$ cat src/rtl/rng_fill_ctrl_if.sv
// AXI master and soft-register bundle used by the RNG fill controller.
interface rng_fill_ctrl_if #(
  parameter int unsigned ADDR_W = 64,
  parameter int unsigned DATA_W = 512,
  parameter int unsigned ID_W   = 16
);
  // AXI write address
  logic [ID_W-1:0]     awid;
  logic [ADDR_W-1:0]   awaddr;
  logic [7:0]          awlen;
  logic [2:0]          awsize;
  logic                awvalid;
  logic                awready;
  // AXI write data
  logic [DATA_W-1:0]   wdata;
  logic [DATA_W/8-1:0] wstrb;
  logic                wlast;
  logic                wvalid;
  logic                wready;
  // AXI write response
  logic [ID_W-1:0]     bid;
  logic [1:0]          bresp;
  logic                bvalid;
  logic                bready;
  // AXI read channels (idle)
  logic [ID_W-1:0]     arid;
  logic [ADDR_W-1:0]   araddr;
  logic [7:0]          arlen;
  logic [2:0]          arsize;
  logic                arvalid;
  logic                arready;
  logic [ID_W-1:0]     rid;
  logic [DATA_W-1:0]   rdata;
  logic [1:0]          rresp;
  logic                rlast;
  logic                rvalid;
  logic                rready;
  // Soft-register port
  logic                softreg_req_valid;
  logic                softreg_req_isWrite;
  logic [31:0]         softreg_req_addr;
  logic [63:0]         softreg_req_data;
  logic                softreg_resp_valid;
  logic [63:0]         softreg_resp_data;

  modport master (
    output awid, awaddr, awlen, awsize, awvalid,
    input  awready,
    output wdata, wstrb, wlast, wvalid,
    input  wready,
    input  bid, bresp, bvalid,
    output bready,
    output arid, araddr, arlen, arsize, arvalid,
    input  arready,
    input  rid, rdata, rresp, rlast, rvalid,
    output rready,
    input  softreg_req_valid, softreg_req_isWrite, softreg_req_addr, softreg_req_data,
    output softreg_resp_valid, softreg_resp_data
  );

  modport slave (
    input  awid, awaddr, awlen, awsize, awvalid,
    output awready,
    input  wdata, wstrb, wlast, wvalid,
    output wready,
    output bid, bresp, bvalid,
    input  bready,
    input  arid, araddr, arlen, arsize, arvalid,
    output arready,
    output rid, rdata, rresp, rlast, rvalid,
    input  rready,
    output softreg_req_valid, softreg_req_isWrite, softreg_req_addr, softreg_req_data,
    input  softreg_resp_valid, softreg_resp_data
  );
endinterface

$ cat src/rtl/rng_fill_ctrl.sv
// Fills a memory region with xorshift64-derived data via AXI write bursts,
// programmed and monitored through soft registers.
module rng_fill_ctrl #(
  parameter int unsigned ADDR_W    = 64,
  parameter int unsigned DATA_W    = 512,
  parameter int unsigned ID_W      = 16,
  parameter int unsigned MAX_BURST = 16
) (
  input  logic            clk,
  input  logic            rst_n,
  rng_fill_ctrl_if.master bus
);
  localparam int unsigned LANE_W  = 64;
  localparam int unsigned LANES   = DATA_W / LANE_W;
  localparam int unsigned BURST_W = $clog2(MAX_BURST + 1);

  localparam logic [31:0] REG_BASE  = 32'h00;
  localparam logic [31:0] REG_LINES = 32'h08;
  localparam logic [31:0] REG_SEED  = 32'h10;
  localparam logic [31:0] REG_CTRL  = 32'h18;

  typedef enum logic [1:0] {ST_IDLE, ST_AW, ST_W, ST_B} state_e;

  state_e              state_q, state_d;
  logic [ADDR_W-1:0]   base_q, base_d;
  logic [31:0]         lines_q, lines_d;
  logic [63:0]         seed_q, seed_d;
  logic [63:0]         s_q, s_d;
  logic [ADDR_W-1:0]   cur_addr_q, cur_addr_d;
  logic [31:0]         remaining_q, remaining_d;
  logic [31:0]         lines_done_q, lines_done_d;
  logic                done_q, done_d;
  logic                err_q, err_d;
  logic [BURST_W-1:0]  burst_n_q, burst_n_d;
  logic [BURST_W-1:0]  beat_cnt_q, beat_cnt_d;
  logic                awvalid_q, awvalid_d;
  logic [ADDR_W-1:0]   awaddr_q, awaddr_d;
  logic [7:0]          awlen_q, awlen_d;
  logic                wvalid_q, wvalid_d;
  logic                wlast_q, wlast_d;
  logic [DATA_W-1:0]   wdata_q, wdata_d;
  logic                bready_q, bready_d;
  logic                resp_valid_q, resp_valid_d;
  logic [63:0]         resp_data_q, resp_data_d;

  logic                sr_wr_c, sr_rd_c;
  logic [63:0]         status_c;
  logic                unused_c;

  function automatic logic [63:0] xorshift64(input logic [63:0] x);
    logic [63:0] y;
    y = x ^ (x << 13);
    y = y ^ (y >> 7);
    y = y ^ (y << 17);
    return y;
  endfunction

  function automatic logic [DATA_W-1:0] lanes_of(input logic [63:0] s);
    logic [DATA_W-1:0] d;
    d = '0;
    for (int i = 0; i < int'(LANES); i++) begin
      d[i*LANE_W +: LANE_W] = s + 64'(i);
    end
    return d;
  endfunction

  // Beats in the next burst: capped by MAX_BURST, remaining lines and the 4 KB page end.
  function automatic logic [BURST_W-1:0] burst_len(input logic [ADDR_W-1:0] addr,
                                                   input logic [31:0]       rem);
    logic [6:0]  to_4k;
    logic [31:0] n;
    to_4k = 7'd64 - 7'(addr[11:6]);
    n     = 32'(MAX_BURST);
    if (rem < n) n = rem;
    if (32'(to_4k) < n) n = 32'(to_4k);
    return BURST_W'(n);
  endfunction

  assign sr_wr_c  = bus.softreg_req_valid & bus.softreg_req_isWrite;
  assign sr_rd_c  = bus.softreg_req_valid & ~bus.softreg_req_isWrite;
  assign status_c = {lines_done_q, 29'd0, err_q, done_q, (state_q != ST_IDLE)};

  // Read-side response ID/data are never consumed.
  assign unused_c = ^{bus.bid, bus.arready, bus.rid, bus.rdata, bus.rresp, bus.rlast, bus.rvalid};

  // Next-state, job bookkeeping and registered-output values.
  always_comb begin
    state_d      = state_q;
    base_d       = base_q;
    lines_d      = lines_q;
    seed_d       = seed_q;
    s_d          = s_q;
    cur_addr_d   = cur_addr_q;
    remaining_d  = remaining_q;
    lines_done_d = lines_done_q;
    done_d       = done_q;
    err_d        = err_q;
    burst_n_d    = burst_n_q;
    beat_cnt_d   = beat_cnt_q;
    awaddr_d     = '0;
    awlen_d      = '0;
    wdata_d      = '0;
    wlast_d      = 1'b0;
    resp_valid_d = 1'b0;
    resp_data_d  = '0;

    if (sr_rd_c) begin
      resp_valid_d = 1'b1;
      resp_data_d  = (bus.softreg_req_addr == REG_CTRL) ? status_c : 64'd0;
    end

    case (state_q)
      ST_IDLE: begin
        if (sr_wr_c) begin
          case (bus.softreg_req_addr)
            REG_BASE: begin
              base_d      = ADDR_W'(bus.softreg_req_data);
              base_d[5:0] = 6'd0;
            end
            REG_LINES: lines_d = bus.softreg_req_data[31:0];
            REG_SEED:  seed_d  = (bus.softreg_req_data == 64'd0) ? 64'd1 : bus.softreg_req_data;
            REG_CTRL: begin
              done_d       = 1'b0;
              err_d        = 1'b0;
              lines_done_d = '0;
              s_d          = seed_q;
              cur_addr_d   = base_q;
              remaining_d  = lines_q;
              if (lines_q == 32'd0) done_d  = 1'b1;
              else                  state_d = ST_AW;
            end
            default: ;
          endcase
        end
      end
      ST_AW: begin
        if (awvalid_q && bus.awready) begin
          state_d    = ST_W;
          beat_cnt_d = '0;
        end
      end
      ST_W: begin
        if (wvalid_q && bus.wready) begin
          s_d        = xorshift64(s_q);
          beat_cnt_d = beat_cnt_q + BURST_W'(1);
          if (wlast_q) state_d = ST_B;
        end
      end
      ST_B: begin
        if (bready_q && bus.bvalid) begin
          if (bus.bresp != 2'd0) err_d = 1'b1;
          lines_done_d = lines_done_q + 32'(burst_n_q);
          cur_addr_d   = cur_addr_q + (ADDR_W'(burst_n_q) << 6);
          remaining_d  = remaining_q - 32'(burst_n_q);
          if (remaining_d == 32'd0) begin
            done_d  = 1'b1;
            state_d = ST_IDLE;
          end else begin
            state_d = ST_AW;
          end
        end
      end
      default: state_d = ST_IDLE;
    endcase

    // Outputs follow the state being entered so they are valid on the same edge.
    awvalid_d = (state_d == ST_AW);
    wvalid_d  = (state_d == ST_W);
    bready_d  = (state_d == ST_B);
    if (state_d == ST_AW) begin
      burst_n_d = burst_len(cur_addr_d, remaining_d);
      awaddr_d  = cur_addr_d;
      awlen_d   = 8'(burst_n_d) - 8'd1;
    end
    if (state_d == ST_W) begin
      wdata_d = lanes_of(s_d);
      wlast_d = (beat_cnt_d == (burst_n_d - BURST_W'(1)));
    end
  end

  // State and output registers.
  always_ff @(posedge clk or negedge rst_n) begin
    if (!rst_n) begin
      state_q      <= ST_IDLE;
      base_q       <= '0;
      lines_q      <= '0;
      seed_q       <= 64'd1;
      s_q          <= 64'd1;
      cur_addr_q   <= '0;
      remaining_q  <= '0;
      lines_done_q <= '0;
      done_q       <= 1'b0;
      err_q        <= 1'b0;
      burst_n_q    <= '0;
      beat_cnt_q   <= '0;
      awvalid_q    <= 1'b0;
      awaddr_q     <= '0;
      awlen_q      <= '0;
      wvalid_q     <= 1'b0;
      wlast_q      <= 1'b0;
      wdata_q      <= '0;
      bready_q     <= 1'b0;
      resp_valid_q <= 1'b0;
      resp_data_q  <= '0;
    end else begin
      state_q      <= state_d;
      base_q       <= base_d;
      lines_q      <= lines_d;
      seed_q       <= seed_d;
      s_q          <= s_d;
      cur_addr_q   <= cur_addr_d;
      remaining_q  <= remaining_d;
      lines_done_q <= lines_done_d;
      done_q       <= done_d;
      err_q        <= err_d;
      burst_n_q    <= burst_n_d;
      beat_cnt_q   <= beat_cnt_d;
      awvalid_q    <= awvalid_d;
      awaddr_q     <= awaddr_d;
      awlen_q      <= awlen_d;
      wvalid_q     <= wvalid_d;
      wlast_q      <= wlast_d;
      wdata_q      <= wdata_d;
      bready_q     <= bready_d;
      resp_valid_q <= resp_valid_d;
      resp_data_q  <= resp_data_d;
    end
  end

  assign bus.awid               = ID_W'(0);
  assign bus.awaddr             = awaddr_q;
  assign bus.awlen              = awlen_q;
  assign bus.awsize             = 3'd6;
  assign bus.awvalid            = awvalid_q;
  assign bus.wdata              = wdata_q;
  assign bus.wstrb              = '1;
  assign bus.wlast              = wlast_q;
  assign bus.wvalid             = wvalid_q;
  assign bus.bready             = bready_q;
  assign bus.arid               = ID_W'(0);
  assign bus.araddr             = ADDR_W'(0);
  assign bus.arlen              = 8'd0;
  assign bus.arsize             = 3'd0;
  assign bus.arvalid            = 1'b0;
  assign bus.rready             = 1'b1;
  assign bus.softreg_resp_valid = resp_valid_q;
  assign bus.softreg_resp_data  = resp_data_q;

endmodule

$ cat src/flat_wrapper.sv
// flat-port wrapper written by rule: the top's interface ports become plain ports
module rng_fill_ctrl_flat 
#(
  parameter int unsigned ADDR_W    = 64,
  parameter int unsigned DATA_W    = 512,
  parameter int unsigned ID_W      = 16,
  parameter int unsigned MAX_BURST = 16
)
  (clk, rst_n, bus_awid, bus_awaddr, bus_awlen, bus_awsize, bus_awvalid, bus_awready, bus_wdata, bus_wstrb, bus_wlast, bus_wvalid, bus_wready, bus_bid, bus_bresp, bus_bvalid, bus_bready, bus_arid, bus_araddr, bus_arlen, bus_arsize, bus_arvalid, bus_arready, bus_rid, bus_rdata, bus_rresp, bus_rlast, bus_rvalid, bus_rready, bus_softreg_req_valid, bus_softreg_req_isWrite, bus_softreg_req_addr, bus_softreg_req_data, bus_softreg_resp_valid, bus_softreg_resp_data);
  rng_fill_ctrl_if #(.ADDR_W(ADDR_W), .DATA_W(DATA_W), .ID_W(ID_W)) bus_i ();
  input  logic clk;
  input  logic rst_n;
  output wire logic [$bits(bus_i.awid)-1:0] bus_awid;
  output wire logic [$bits(bus_i.awaddr)-1:0] bus_awaddr;
  output wire logic [$bits(bus_i.awlen)-1:0] bus_awlen;
  output wire logic [$bits(bus_i.awsize)-1:0] bus_awsize;
  output wire logic [$bits(bus_i.awvalid)-1:0] bus_awvalid;
  input wire logic [$bits(bus_i.awready)-1:0] bus_awready;
  output wire logic [$bits(bus_i.wdata)-1:0] bus_wdata;
  output wire logic [$bits(bus_i.wstrb)-1:0] bus_wstrb;
  output wire logic [$bits(bus_i.wlast)-1:0] bus_wlast;
  output wire logic [$bits(bus_i.wvalid)-1:0] bus_wvalid;
  input wire logic [$bits(bus_i.wready)-1:0] bus_wready;
  input wire logic [$bits(bus_i.bid)-1:0] bus_bid;
  input wire logic [$bits(bus_i.bresp)-1:0] bus_bresp;
  input wire logic [$bits(bus_i.bvalid)-1:0] bus_bvalid;
  output wire logic [$bits(bus_i.bready)-1:0] bus_bready;
  output wire logic [$bits(bus_i.arid)-1:0] bus_arid;
  output wire logic [$bits(bus_i.araddr)-1:0] bus_araddr;
  output wire logic [$bits(bus_i.arlen)-1:0] bus_arlen;
  output wire logic [$bits(bus_i.arsize)-1:0] bus_arsize;
  output wire logic [$bits(bus_i.arvalid)-1:0] bus_arvalid;
  input wire logic [$bits(bus_i.arready)-1:0] bus_arready;
  input wire logic [$bits(bus_i.rid)-1:0] bus_rid;
  input wire logic [$bits(bus_i.rdata)-1:0] bus_rdata;
  input wire logic [$bits(bus_i.rresp)-1:0] bus_rresp;
  input wire logic [$bits(bus_i.rlast)-1:0] bus_rlast;
  input wire logic [$bits(bus_i.rvalid)-1:0] bus_rvalid;
  output wire logic [$bits(bus_i.rready)-1:0] bus_rready;
  input wire logic [$bits(bus_i.softreg_req_valid)-1:0] bus_softreg_req_valid;
  input wire logic [$bits(bus_i.softreg_req_isWrite)-1:0] bus_softreg_req_isWrite;
  input wire logic [$bits(bus_i.softreg_req_addr)-1:0] bus_softreg_req_addr;
  input wire logic [$bits(bus_i.softreg_req_data)-1:0] bus_softreg_req_data;
  output wire logic [$bits(bus_i.softreg_resp_valid)-1:0] bus_softreg_resp_valid;
  output wire logic [$bits(bus_i.softreg_resp_data)-1:0] bus_softreg_resp_data;
  assign bus_awid = bus_i.awid;
  assign bus_awaddr = bus_i.awaddr;
  assign bus_awlen = bus_i.awlen;
  assign bus_awsize = bus_i.awsize;
  assign bus_awvalid = bus_i.awvalid;
  assign bus_i.awready = bus_awready;
  assign bus_wdata = bus_i.wdata;
  assign bus_wstrb = bus_i.wstrb;
  assign bus_wlast = bus_i.wlast;
  assign bus_wvalid = bus_i.wvalid;
  assign bus_i.wready = bus_wready;
  assign bus_i.bid = bus_bid;
  assign bus_i.bresp = bus_bresp;
  assign bus_i.bvalid = bus_bvalid;
  assign bus_bready = bus_i.bready;
  assign bus_arid = bus_i.arid;
  assign bus_araddr = bus_i.araddr;
  assign bus_arlen = bus_i.arlen;
  assign bus_arsize = bus_i.arsize;
  assign bus_arvalid = bus_i.arvalid;
  assign bus_i.arready = bus_arready;
  assign bus_i.rid = bus_rid;
  assign bus_i.rdata = bus_rdata;
  assign bus_i.rresp = bus_rresp;
  assign bus_i.rlast = bus_rlast;
  assign bus_i.rvalid = bus_rvalid;
  assign bus_rready = bus_i.rready;
  assign bus_i.softreg_req_valid = bus_softreg_req_valid;
  assign bus_i.softreg_req_isWrite = bus_softreg_req_isWrite;
  assign bus_i.softreg_req_addr = bus_softreg_req_addr;
  assign bus_i.softreg_req_data = bus_softreg_req_data;
  assign bus_softreg_resp_valid = bus_i.softreg_resp_valid;
  assign bus_softreg_resp_data = bus_i.softreg_resp_data;
  rng_fill_ctrl #(.ADDR_W(ADDR_W), .DATA_W(DATA_W), .ID_W(ID_W), .MAX_BURST(MAX_BURST)) u_core (.clk(clk), .rst_n(rst_n), .bus(bus_i));
endmodule
$ cat config.mk
export PLATFORM = sky130hd
export DESIGN_NAME = rng_fill_ctrl_flat
export DESIGN_NICKNAME = d
export VERILOG_FILES = /design/src/rtl/rng_fill_ctrl_if.sv /design/src/rtl/rng_fill_ctrl.sv /design/src/flat_wrapper.sv
export SDC_FILE = /design/constraint.sdc
export NUM_CORES = 2
export LEC_CHECK = 0
export ABC_AREA = 1
export BUFFER_PORTS_ARGS = -buffer_cell sky130_fd_sc_hd__buf_4
export CAP_MARGIN = 0
export CORE_AREA = 2 2 574 576
export CTS_CLUSTER_SIZE = 20
export DETAILED_ROUTE_END_ITERATION = 10
export DIE_AREA = 0 0 576 578
export HOLD_SLACK_MARGIN = 0.15
export SYNTH_ARGS = -nofsm -noshare
export SYNTH_HDL_FRONTEND = slang
export SYNTH_SLANG_ARGS = --single-unit
$ cat constraint.sdc
create_clock -name clk -period 6 [get_ports clk]
set_input_delay 0 -clock clk [delete_from_list [all_inputs] [get_ports clk]]
set_output_delay 0 -clock clk [all_outputs]
set_load 0.005 [all_outputs]
==> results.ini <==
[drt]
drt-vias-per-instance=3.95
antenna_left=0
dr.pass1.iters=6
drc_errors=0
routedWlPerCell_um=24.0
via_count=44600
drt_iter0_markers=3880
routed_wl_um=271000

[place]
gp_congestion=0.968
port_buffers=728
dpl.hpwl_um=217000
placed_cells=10900

[floorplanning]
die_y_um=578
placeableCoreArea_sq_um=326000
die_w_um=576
die_area_sq_um=333000
rows=210
io_pins=1483
start_util_pct=15.3

[worst_setup_path]
slowest_stage=dlygate4sd3_1
cp-end-kind=flop
r2r_slack_ns=0.37
crit_arrival_ns=6.79
slowest_delay_ns=0.72
cp_max_fo=5
cp.required_ns=6.74
path_class=in -> reg
cp-start-kind=input port

[cts]
htreeDepth=3
cts_tree=built
path_clk_slew_ns=0.06
clkLatencyLatePin_ns=0.93
cts_buffers=122
ctsRootBufferMaster=clkbuf_16
clk_path_buf_depth=4
clock-sinks=972

[sta]
worst_slew_pin_slew_ns=1.18
finalClockSkew_ns=0.114
relSlewSlack_pct=21.0
drv_slew=0
finalHoldViolations=0
period_minus_slack_ns=6.05
setup_ws_ns=-0.0524
min_period_over_period_pct=101
fmax_ghz=0.165
whs_ns=0.160
finalSetupViolCount=2
rsz0062_at_grt=yes

[synthesis]
synth_seq_cells=972
ys_warn_count=0
syn-mean-instance-area_sq_um=8.54
ys.flop_type=dfrtp_1
synthArstFlopShare_pct=100
netlist_instances=5841
netlist_area_sq_um=49900
synth_seq_area_share_pct=48.8
ys_types=78
synth_edf_count=0

[cells_and_area]
finalNonFillerCells=11300
final_common_cell=nor2_1
fin_util_pct=20.4
syn_to_final_growth_pct=33.4
drive_above_1_share_pct=21.9
num-nets-final=7514
fill_cells=36300
final_cell_mix=976 x nor2_1, 970 x dfrtp_1, 883 x buf_4

[global_routing]
grt_max_degree=145
grt_use_total_pct=15.7
overflow=0
antenna_found_initial=90
grt_pass1_vias=43000
grt_pass1_wl_um=361000

[power]
p_per_area_nw_per_um2=555
vdd_drop_max_mv=0.529
p_leak_nw=30.8
power.total_w=0.0369

[min_path]
hp-class=in -> reg

[status]
status=finished with violations
violations=setup timing

[job]
maxCapViolCount=0

==> what timing repair did <==
action                                 4_1_cts  5_1_grt
resized for setup                            0       15
endpoints found under the hold margin      881        0
buffers inserted                             0        1
setup endpoints to repair                    0       42
hold buffers                               152        0
==> layout make-up <==
type / count / area (sq um) / area share (%)
Antenna cell: 22 / 55.1 / 0.0828
Clock buffer: 158 / 3440 / 5.17
Clock inverter: 64 / 841 / 1.26
Inverter: 719 / 2730 / 4.11
Multi-Input combinational cell: 3953 / 21200 / 31.9
Sequential cell: 972 / 24300 / 36.6
Tap cell: 4346 / 5440 / 8.17
Timing Repair Buffer: 1051 / 8490 / 12.8
==> critical path, delay by kind of cell <==
kind | cells | cell delay (ns)
AO/OA/AOI/OAI | 1 | 0.46
adder cells (fa/ha/maj) | 1 | 0.39
buffers and inverters | 9 | 3.30
AND/OR/NAND/NOR | 14 | 2.57
==> power breakdown <==
| group | switching (W) | total [W] | internal (W) | leakage (nW) |
|---|---|---|---|---|
| Combinational | 0.0128 | 0.0189 | 0.00604 | 15.6 |
| Clock | 0.00330 | 0.00804 | 0.00474 | 2.08 |
| Sequential | 0.00138 | 0.0100 | 0.00865 | 13.1 |
==> synthesized netlist by cell type, types with 10 or more instances <==
master / count / share of area [%]
nand2_2: 11 / 0.14
nor2_4: 24 / 0.54
nor3_1: 149 / 1.5
dfrtp_1: 970 / 49
o21ai_1: 16 / 0.16
a21o_1: 16 / 0.24
nor4_1: 30 / 0.38
nor3_2: 15 / 0.30
inv_2: 156 / 1.2
a22oi_1: 39 / 0.59
buf_4: 221 / 3.3
o21ai_0: 278 / 2.8
xor2_1: 344 / 6.0
a221oi_1: 44 / 0.77
a21oi_4: 30 / 0.98
nor3b_1: 22 / 0.33
a21oi_2: 26 / 0.46
xnor2_1: 86 / 1.5
buf_1: 16 / 0.12
ha_1: 38 / 0.95
nand2_1: 847 / 6.4
nor2_2: 61 / 0.77
nand4_1: 55 / 0.69
o211ai_1: 18 / 0.27
nand3_1: 208 / 2.1
a32o_1: 10 / 0.20
or2_2: 15 / 0.19
and2_1: 25 / 0.31
nor2_1: 981 / 7.4
clkbuf_1: 145 / 1.1
inv_1: 543 / 4.1
a21oi_1: 247 / 2.5
==> metrics by stage <==
| step | instance area (sq um) | setup slack [ns] | TNS, ns |
|---|---|---|---|
| after floorplan | 50600 | 1.11 | 0 |
| after global placement | 60600 | 0.408 | 0 |
| after detailed placement | 60600 | 0.324 | 0 |
| after CTS | 66400 | 0.0400 | 0 |
| after global routing | 66500 | -0.00492 | -0.00492 |
| final | 66500 | -0.0524 | -0.0540 |
==> logic make-up (layout without fill, tap and decap cells) <==
family	after synthesis	count (layout)	synth area share, %
AOI/OAI and AO/OA	786	786	10.0
xor gates and xnor gates	430	430	7.55
adders and majority gates	41	41	1.07
buffers and inverters	1121	1992	10.4
DFF	972	972	48.8
muxes	3	3	0.0627
other	2	229	0.0151
and+or+nand+nor	2486	2486	22.1
==> flip-flops by register name, summed over array words and instances (netlist names) <==
signal and cells:
u_core.s_q 64, u_core.bus.bready 1, u_core.err_q 1, u_core.remaining_q 32, u_core.bus.softreg_resp_data 35, u_core.bus.wdata 502, u_core.state_q 2, u_core.lines_done_q 32
u_core.base_q 58, u_core.burst_n_q 5, u_core.lines_q 32, u_core.bus.awaddr 64, u_core.bus.wvalid 1, u_core.done_q 1, u_core.cur_addr_q 64, u_core.bus.awvalid 1
u_core.bus.awlen 6, u_core.seed_q 64, u_core.bus.wlast 1, u_core.beat_cnt_q 5, u_core.bus.softreg_resp_valid 1
==> worst paths after layout <==
check / startpoint / endpoint / cells after the start
max in group asynchronous: rst_n / u_core.bus.wdata[113] / 5
min: bus_softreg_req_data[36] / u_core.seed_q[36] / 4
min in group asynchronous: rst_n / u_core.bus.wdata[327] / 4
max reg2reg: u_core.state_q[0] / u_core.bus.wdata[113] / 19
max: bus_softreg_req_addr[6] / u_core.bus.wdata[113] / 25
min reg2reg: u_core.cur_addr_q[4] / u_core.cur_addr_q[4] / 2
==> routing by layer <==
| metal | part of all wire (%) | routed length [um] | track usage, % | vias to the layer above |
|---|---|---|---|---|
| met3 | 10 | 27800 | 5.37 | 476 |
| met1 | 45 | 122000 | 21.4 | 21800 |
| met4 | 4.5 | 12100 | 6.27 | 54 |
| li1 | - | - | - | 20200 |
| met2 | 40 | 109000 | 22.3 | 2127 |
| met5 | 0.12 | 326 | 0 | - |
Note: power is estimated with default switching activity, not from simulation.
